--- src/rtl/sha256_pkg.sv ---
// Shared SHA-256 constants, round functions, schedule step and FSM state type
// for the iterative block engine.
package sha256_pkg;

    typedef enum logic [2:0] {IDLE, LOAD, ROUND, UPDATE, OUT} state_t;

    // Index 0 is the most significant word, matching the block and digest layout.
    typedef logic [0:15][31:0] win_t;
    typedef logic [0:7][31:0]  hash_t;

    localparam logic [31:0] K [0:63] = '{
        32'h428a2f98, 32'h71374491, 32'hb5c0fbcf, 32'he9b5dba5, 32'h3956c25b, 32'h59f111f1, 32'h923f82a4, 32'hab1c5ed5,
        32'hd807aa98, 32'h12835b01, 32'h243185be, 32'h550c7dc3, 32'h72be5d74, 32'h80deb1fe, 32'h9bdc06a7, 32'hc19bf174,
        32'he49b69c1, 32'hefbe4786, 32'h0fc19dc6, 32'h240ca1cc, 32'h2de92c6f, 32'h4a7484aa, 32'h5cb0a9dc, 32'h76f988da,
        32'h983e5152, 32'ha831c66d, 32'hb00327c8, 32'hbf597fc7, 32'hc6e00bf3, 32'hd5a79147, 32'h06ca6351, 32'h14292967,
        32'h27b70a85, 32'h2e1b2138, 32'h4d2c6dfc, 32'h53380d13, 32'h650a7354, 32'h766a0abb, 32'h81c2c92e, 32'h92722c85,
        32'ha2bfe8a1, 32'ha81a664b, 32'hc24b8b70, 32'hc76c51a3, 32'hd192e819, 32'hd6990624, 32'hf40e3585, 32'h106aa070,
        32'h19a4c116, 32'h1e376c08, 32'h2748774c, 32'h34b0bcb5, 32'h391c0cb3, 32'h4ed8aa4a, 32'h5b9cca4f, 32'h682e6ff3,
        32'h748f82ee, 32'h78a5636f, 32'h84c87814, 32'h8cc70208, 32'h90befffa, 32'ha4506ceb, 32'hbef9a3f7, 32'hc67178f2
    };

    localparam hash_t IV256 = {32'h6a09e667, 32'hbb67ae85, 32'h3c6ef372, 32'ha54ff53a,
                               32'h510e527f, 32'h9b05688c, 32'h1f83d9ab, 32'h5be0cd19};
    localparam hash_t IV224 = {32'hc1059ed8, 32'h367cd507, 32'h3070dd17, 32'hf70e5939,
                               32'hffc00b31, 32'h68581511, 32'h64f98fa7, 32'hbefa4fa4};

    function automatic logic [31:0] rotr(input logic [31:0] x, input int n);
        return (x >> n) | (x << (32 - n));
    endfunction

    function automatic logic [31:0] ch(input logic [31:0] e, f, g);
        return (e & f) ^ (~e & g);
    endfunction

    function automatic logic [31:0] maj(input logic [31:0] a, b, c);
        return (a & b) ^ (a & c) ^ (b & c);
    endfunction

    function automatic logic [31:0] bsig0(input logic [31:0] x);
        return rotr(x, 2) ^ rotr(x, 13) ^ rotr(x, 22);
    endfunction

    function automatic logic [31:0] bsig1(input logic [31:0] x);
        return rotr(x, 6) ^ rotr(x, 11) ^ rotr(x, 25);
    endfunction

    function automatic logic [31:0] ssig0(input logic [31:0] x);
        return rotr(x, 7) ^ rotr(x, 18) ^ (x >> 3);
    endfunction

    function automatic logic [31:0] ssig1(input logic [31:0] x);
        return rotr(x, 17) ^ rotr(x, 19) ^ (x >> 10);
    endfunction

    function automatic hash_t iv_for(input logic m224);
        return m224 ? IV224 : IV256;
    endfunction

    // Slide the 16-word schedule window forward by r words; later extension
    // words feed on earlier ones so up to four can be produced per cycle.
    function automatic win_t sched_step(input win_t w, input int r);
        logic [31:0] ext [0:19];
        win_t        nw;
        for (int i = 0; i < 16; i++) ext[i] = w[i];
        for (int j = 0; j < 4; j++)
            ext[16+j] = ssig1(ext[14+j]) + ext[9+j] + ssig0(ext[1+j]) + ext[j];
        case (r)
            2:       for (int i = 0; i < 16; i++) nw[i] = ext[i+2];
            4:       for (int i = 0; i < 16; i++) nw[i] = ext[i+4];
            default: for (int i = 0; i < 16; i++) nw[i] = ext[i+1];
        endcase
        return nw;
    endfunction

endpackage

--- src/rtl/sha256_round.sv ---
// One combinational SHA-256 compression round; state packed as a..h with a
// in the top word.
module sha256_round
    import sha256_pkg::*;
(
    input  logic [255:0] st_in,
    input  logic [31:0]  kt,
    input  logic [31:0]  wt,
    output logic [255:0] st_out
);

    logic [31:0] a, b, c, d, e, f, g, h;
    logic [31:0] t1, t2;

    assign {a, b, c, d, e, f, g, h} = st_in;

    assign t1 = h + bsig1(e) + ch(e, f, g) + kt + wt;
    assign t2 = bsig0(a) + maj(a, b, c);

    assign st_out = {t1 + t2, a, b, c, d + t1, e, f, g};

endmodule

--- src/rtl/sha256_block_engine.sv ---
// Iterative multi-block SHA-256 engine with chained intermediate hash.
// Define SHA224_EN to add the mode_224 input and truncated SHA-224 output.
module sha256_block_engine
    import sha256_pkg::*;
#(
    parameter int ROUNDS_PER_CLK = 1,
    parameter bit OUT_HOLD       = 1
) (
    input  logic         clk,
    input  logic         rst_n,
    input  logic         blk_valid,
    output logic         blk_ready,
    input  logic [511:0] blk_data,
    input  logic         blk_first,
    input  logic         blk_last,
    output logic         hash_valid,
    input  logic         hash_ready,
    output logic [255:0] fin_hash,
    output logic         busy,
    output logic [6:0]   round_idx_o,
    output logic         err_o
`ifdef SHA224_EN
    ,
    input  logic         mode_224
`endif
);

    localparam logic [6:0] LAST_RND = 7'(64 - ROUNDS_PER_CLK);
    localparam logic [6:0] RND_STEP = 7'(ROUNDS_PER_CLK);

    if (!(ROUNDS_PER_CLK == 1 || ROUNDS_PER_CLK == 2 || ROUNDS_PER_CLK == 4)) begin : g_bad_rpc
        $error("ROUNDS_PER_CLK must be 1, 2 or 4");
    end

    state_t       state, state_nxt;
    win_t         w_q;
    hash_t        h_q, wv_q, sum, iv_sel;
    logic [255:0] fin_q, fin_sel, rnd_out;
    logic [6:0]   rnd;
    logic         first_q, last_q, chain_valid, use_iv, mode_q;

`ifdef SHA224_EN
    // Variant is chosen when a message starts (or is restarted from IV).
    always_ff @(posedge clk or negedge rst_n) begin
        if (!rst_n)
            mode_q <= 1'b0;
        else if (state == IDLE && blk_valid && (blk_first || !chain_valid))
            mode_q <= mode_224;
    end
`else
    assign mode_q = 1'b0;
`endif

    assign use_iv  = first_q || !chain_valid;
    assign iv_sel  = iv_for(mode_q);
    assign fin_sel = mode_q ? {sum[0:6], 32'h0} : sum;

    always_comb begin
        sum = '0;
        for (int i = 0; i < 8; i++) sum[i] = h_q[i] + wv_q[i];
    end

    for (genvar g = 0; g < ROUNDS_PER_CLK; g++) begin : g_rnd
        logic [255:0] s_in;
        logic [255:0] s_out;
        if (g == 0) begin : g_head
            assign s_in = wv_q;
        end else begin : g_link
            assign s_in = g_rnd[g-1].s_out;
        end
        sha256_round u_round (
            .st_in  (s_in),
            .kt     (K[6'(rnd[5:0] + 6'(g))]),
            .wt     (w_q[g]),
            .st_out (s_out)
        );
    end
    assign rnd_out = g_rnd[ROUNDS_PER_CLK-1].s_out;

    always_ff @(posedge clk or negedge rst_n) begin
        if (!rst_n) state <= IDLE;
        else        state <= state_nxt;
    end

    always_comb begin
        state_nxt = state;
        case (state)
            IDLE:    if (blk_valid) state_nxt = LOAD;
            LOAD:    state_nxt = ROUND;
            ROUND:   if (rnd == LAST_RND) state_nxt = UPDATE;
            UPDATE:  state_nxt = last_q ? OUT : IDLE;
            OUT:     if (!OUT_HOLD || hash_ready) state_nxt = IDLE;
            default: state_nxt = IDLE;
        endcase
    end

    // rnd parks at 64 outside ROUND, so it drives round_idx_o directly.
    always_ff @(posedge clk or negedge rst_n) begin
        if (!rst_n) begin
            w_q         <= '0;
            h_q         <= '0;
            wv_q        <= '0;
            fin_q       <= '0;
            rnd         <= 7'd64;
            first_q     <= 1'b0;
            last_q      <= 1'b0;
            chain_valid <= 1'b0;
        end else begin
            case (state)
                IDLE: begin
                    if (blk_valid) begin
                        w_q     <= blk_data;
                        first_q <= blk_first;
                        last_q  <= blk_last;
                    end
                end
                LOAD: begin
                    wv_q <= use_iv ? iv_sel : h_q;
                    if (use_iv) h_q <= iv_sel;
                    rnd  <= 7'd0;
                end
                ROUND: begin
                    wv_q <= rnd_out;
                    w_q  <= sched_step(w_q, ROUNDS_PER_CLK);
                    rnd  <= rnd + RND_STEP;
                end
                UPDATE: begin
                    h_q         <= sum;
                    chain_valid <= !last_q;
                    if (last_q) fin_q <= fin_sel;
                end
                default: ;
            endcase
        end
    end

    assign blk_ready   = (state == IDLE);
    assign busy        = (state != IDLE);
    assign hash_valid  = (state == OUT);
    assign fin_hash    = fin_q;
    assign round_idx_o = rnd;
    assign err_o       = (state == LOAD) && !first_q && !chain_valid;

endmodule
--- config.mk ---
export PLATFORM = sky130hd
export DESIGN_NAME = sha256_block_engine
export DESIGN_NICKNAME = d
export VERILOG_FILES = /design/src/rtl/sha256_pkg.sv /design/src/rtl/sha256_round.sv /design/src/rtl/sha256_block_engine.sv
export SDC_FILE = /design/constraint.sdc
export NUM_CORES = 2
export LEC_CHECK = 0
export BUFFER_PORTS_ARGS = -buffer_cell sky130_fd_sc_hd__buf_2
export CORE_AREA = 2 2 485 487
export CTS_CLUSTER_DIAMETER = 80
export DETAILED_ROUTE_END_ITERATION = 12
export DIE_AREA = 0 0 487 489
export GPL_ROUTABILITY_DRIVEN = 1
export GPL_TIMING_DRIVEN = 0
export MAX_ROUTING_LAYER = met4
export PLACE_DENSITY = 0.55
export REMOVE_ABC_BUFFERS = 1
export SLEW_MARGIN = 10
export SYNTH_ARGS = -nofsm -noshare
export SYNTH_HDL_FRONTEND = slang
export SYNTH_SLANG_ARGS = --single-unit
--- constraint.sdc ---
create_clock -name clk -period 10.35 [get_ports clk]
set_clock_uncertainty 0.1 [all_clocks]
set_input_delay 0 -clock clk [delete_from_list [all_inputs] [get_ports clk]]
set_output_delay 0 -clock clk [all_outputs]
set_load 0.01 [all_outputs]
==> impl_metrics.py <==
metrics = {
    "floorplanning": {
        "die_y_um": 489,
        "start_util_pct": 34.71,
        "core_mm2": 0.2336,
        "fp-row-count": 178,
        "die-area_mm2": 0.2381,
        "io_pins": 785,
        "dieWidth_um": 487,
    },
    "placed_design": {
        "routabilityCongestion": 0.9440,
        "io_buffers": 784,
        "dpl.hpwl_mm": 242.6,
        "place_ws_ns": -0.4678,
        "dp_cells": 12922,
    },
    "final_layout": {
        "nFillCells": 22305,
        "area_delta_synth_final_pct": 29.99,
        "seqCellArea_mm2": 0.03237,
        "final_cell_mix": "nand2_1 (1889), dfrtp_1 (1286), dlygate4sd3_1 (1046)",
        "multi_input_area_mm2": 0.04462,
        "final_common_cell": "nand2_1",
        "stdcell_count": 14347,
        "nets": 12182,
        "post_route_cells_drive_above_1_share_pct": 11.46,
    },
    "yosys": {
        "async_flop_share_pct": 100.0,
        "synthCells": 9619,
        "seq_area_frac_synth_pct": 39.90,
        "synth_edf_count": 0,
        "synth_ff_type": "dfrtp_1",
        "syn_avg_cell_area_um2": 8.431,
        "synth.yosys.warnings": 0,
        "ys_seq_elements": 1293,
        "syn_area_mm2": 0.08110,
        "ys_types": 99,
    },
    "clock_tree": {
        "cts_num_sinks": 1293,
        "clk_path_buf_depth": 3,
        "cts_max_level": 4,
        "cts_root_buf": "clkbuf_16",
        "cts-buffers-inserted": 159,
        "cts_tree": "built",
        "clk_latency_ns": 0.88,
        "path_clk_slew_ns": 0.06,
    },
    "grt": {
        "antenna_found_initial": 88,
        "grt_max_degree": 136,
        "overflow": 0,
        "grt_pass1_vias": 76599,
        "track_usage_pct": 28.03,
        "grt_first_pass_wirelength_mm": 491.8,
    },
    "run": {
        "drv_cap": 0,
    },
    "sta": {
        "slew_violations": 0,
        "worst_pin_slew_ns": 1.203,
        "fin_tns_setup_ns": 0,
        "slew_headroom_pct": 18.97,
        "fin_crit_sh_pct": 95.06,
        "min_period_ns": 9.838,
        "setup_ws_ns": 0.5115,
        "fmax_mhz": 101.6,
        "rsz0062_at_grt": "no",
        "timing_hold_violations_final": 0,
        "setup_viol_count_final": 0,
    },
    "worst_hold_path": {
        "worstHoldPathType": "in2reg",
    },
    "critical_path": {
        "critPathMaxFanout": 19,
        "crit_required_ns": 10.91,
        "critPathMostFrequentCell": "inv_1",
        "crit_arrival_ns": 10.40,
        "slowest_delay_ns": 0.72,
        "path_class": "reg2reg",
        "cp_slowest_cell": "dfrtp_2",
        "end_kind": "flip-flop",
        "cp-start-kind": "flip-flop",
    },
    "routing": {
        "viasPerCell": 5.424,
        "drt-initial-drc-count": 7087,
        "ant_nets": 0,
        "route.detailed.drc": 0,
        "wl_per_cell_um": 23.20,
        "drt_wl_total_mm": 332.8,
        "firstDrtPassIters": 7,
        "routed-via-count": 77819,
    },
    "run_status": {
        "run_status": "complete, no violations",
    },
}
[cell families after synthesis]
| kind of cell | after synthesis | share of synthesized area (%) |
|---|---|---|
| AND/OR/NAND/NOR | 3358 | 16.88 |
| AO/OA/AOI/OAI | 2589 | 19.62 |
| flip-flops | 1293 | 39.90 |
| buffers and inverters | 1131 | 5.244 |
| adder cells (fa/ha/maj) | 597 | 11.01 |
| XOR/XNOR | 590 | 6.398 |
| multiplexers | 61 | 0.9489 |
[metrics by stage]
step	instance area (um^2)	hold slack [ns]	utilization, %
finish	105400	0.02860	45.12
global route	105400	0.03892	45.11
CTS	105200	0.0005105	45.02
detailed placement	88900	-0.07203	38.05
global placement	86470	0.1377	37.01
floorplan	78720	-0.3956	-
[Yosys cell counts, drive strengths merged, types with 9 or more instances]
cell,n,share of area [%]
ha,399,6.2
a31oi,570,4.4
o221ai,10,0.12
a211o,12,0.13
o31ai,39,0.38
nor4,17,0.13
o21bai,51,0.47
a22o,10,0.11
nor3,69,0.43
and3,25,0.19
o22ai,29,0.22
o21ai,796,4.9
mux2i,15,0.19
a21o,172,1.6
fa,195,4.8
o211ai,82,0.76
nor2b,36,0.28
nand4,23,0.18
mux4,9,0.25
nand2,1894,8.8
xor2,276,3.0
and2,21,0.16
xnor2,313,3.4
nand2b,59,0.46
clkbuf,610,2.8
dfrtp,1292,40
a211oi,60,0.56
a21oi,487,3.0
o21a,58,0.54
nor2,915,4.2
or3,43,0.33
o31a,9,0.11
a21boi,13,0.12
mux2,37,0.51
a311oi,11,0.13
or2,12,0.093
a22oi,73,0.68
o311ai,12,0.13
nand3,215,1.3
inv,497,2.3
o41ai,15,0.23
buf,22,0.11
a31o,13,0.14
[flip-flops by register name, summed over array words and instances, names as in the netlist]
register / count
state: 3
fin_hash: 256
chain_valid: 1
g_rnd.s_in: 256
round_idx_o: 7
first_q: 1
w_q: 512
last_q: 1
h_q: 256
[worst max-delay path: cells and delay by family (launching register included)]
family	cells	cell delay [ns]
compound gates	13	3.31
fa+ha+maj	7	2.94
simple gates	7	1.23
flops	1	0.72
buf+inv	5	0.71
xor+xnor	2	0.62
[what timing repair did]
action,4_1_cts,5_1_grt
setup buffers,0,0
gates resized for setup,3,7
endpoints found under the hold margin,990,0
hold buffers,1047,0
endpoints found under the setup margin,7,7
[final timing paths]
kind	startpoint	end	slack, ns	cells past startpoint
worst max-delay path	round_idx_o[0]	g_rnd[0].s_in[252]	0.51	34
worst min-delay path	blk_valid	w_q[22]	0.03	5
worst max register to register	round_idx_o[0]	g_rnd[0].s_in[252]	0.51	34
worst min register to register	fin_hash[234]	fin_hash[234]	0.37	2
max in group asynchronous	rst_n	g_rnd[0].s_in[3]	7.43	7
min in group asynchronous	rst_n	w_q[143]	0.27	4
[metal layers]
layer / GRT usage [%] / vias up / share of wire [%]
met4: 12.97 / 0 / 5.1
li1: - / 35860 / -
met1: 35.42 / 38312 / 42
met5: - / - / 0
met3: 4.220 / 669 / 6.2
met2: 44.25 / 2978 / 47
[final cells by class]
type	instances	share of cell area (%)
Clock inverter	71	1.107
Timing Repair Buffer	1922	15.86
Inverter	499	1.779
Clock buffer	220	4.381
Multi-Input combinational cell	7195	42.32
Tap cell	3060	3.632
Sequential cell	1293	30.71
Antenna cell	87	0.2065
Power is not shown: default switching activity piles up to over one toggle a cycle in this logic, so the estimate is an artifact.
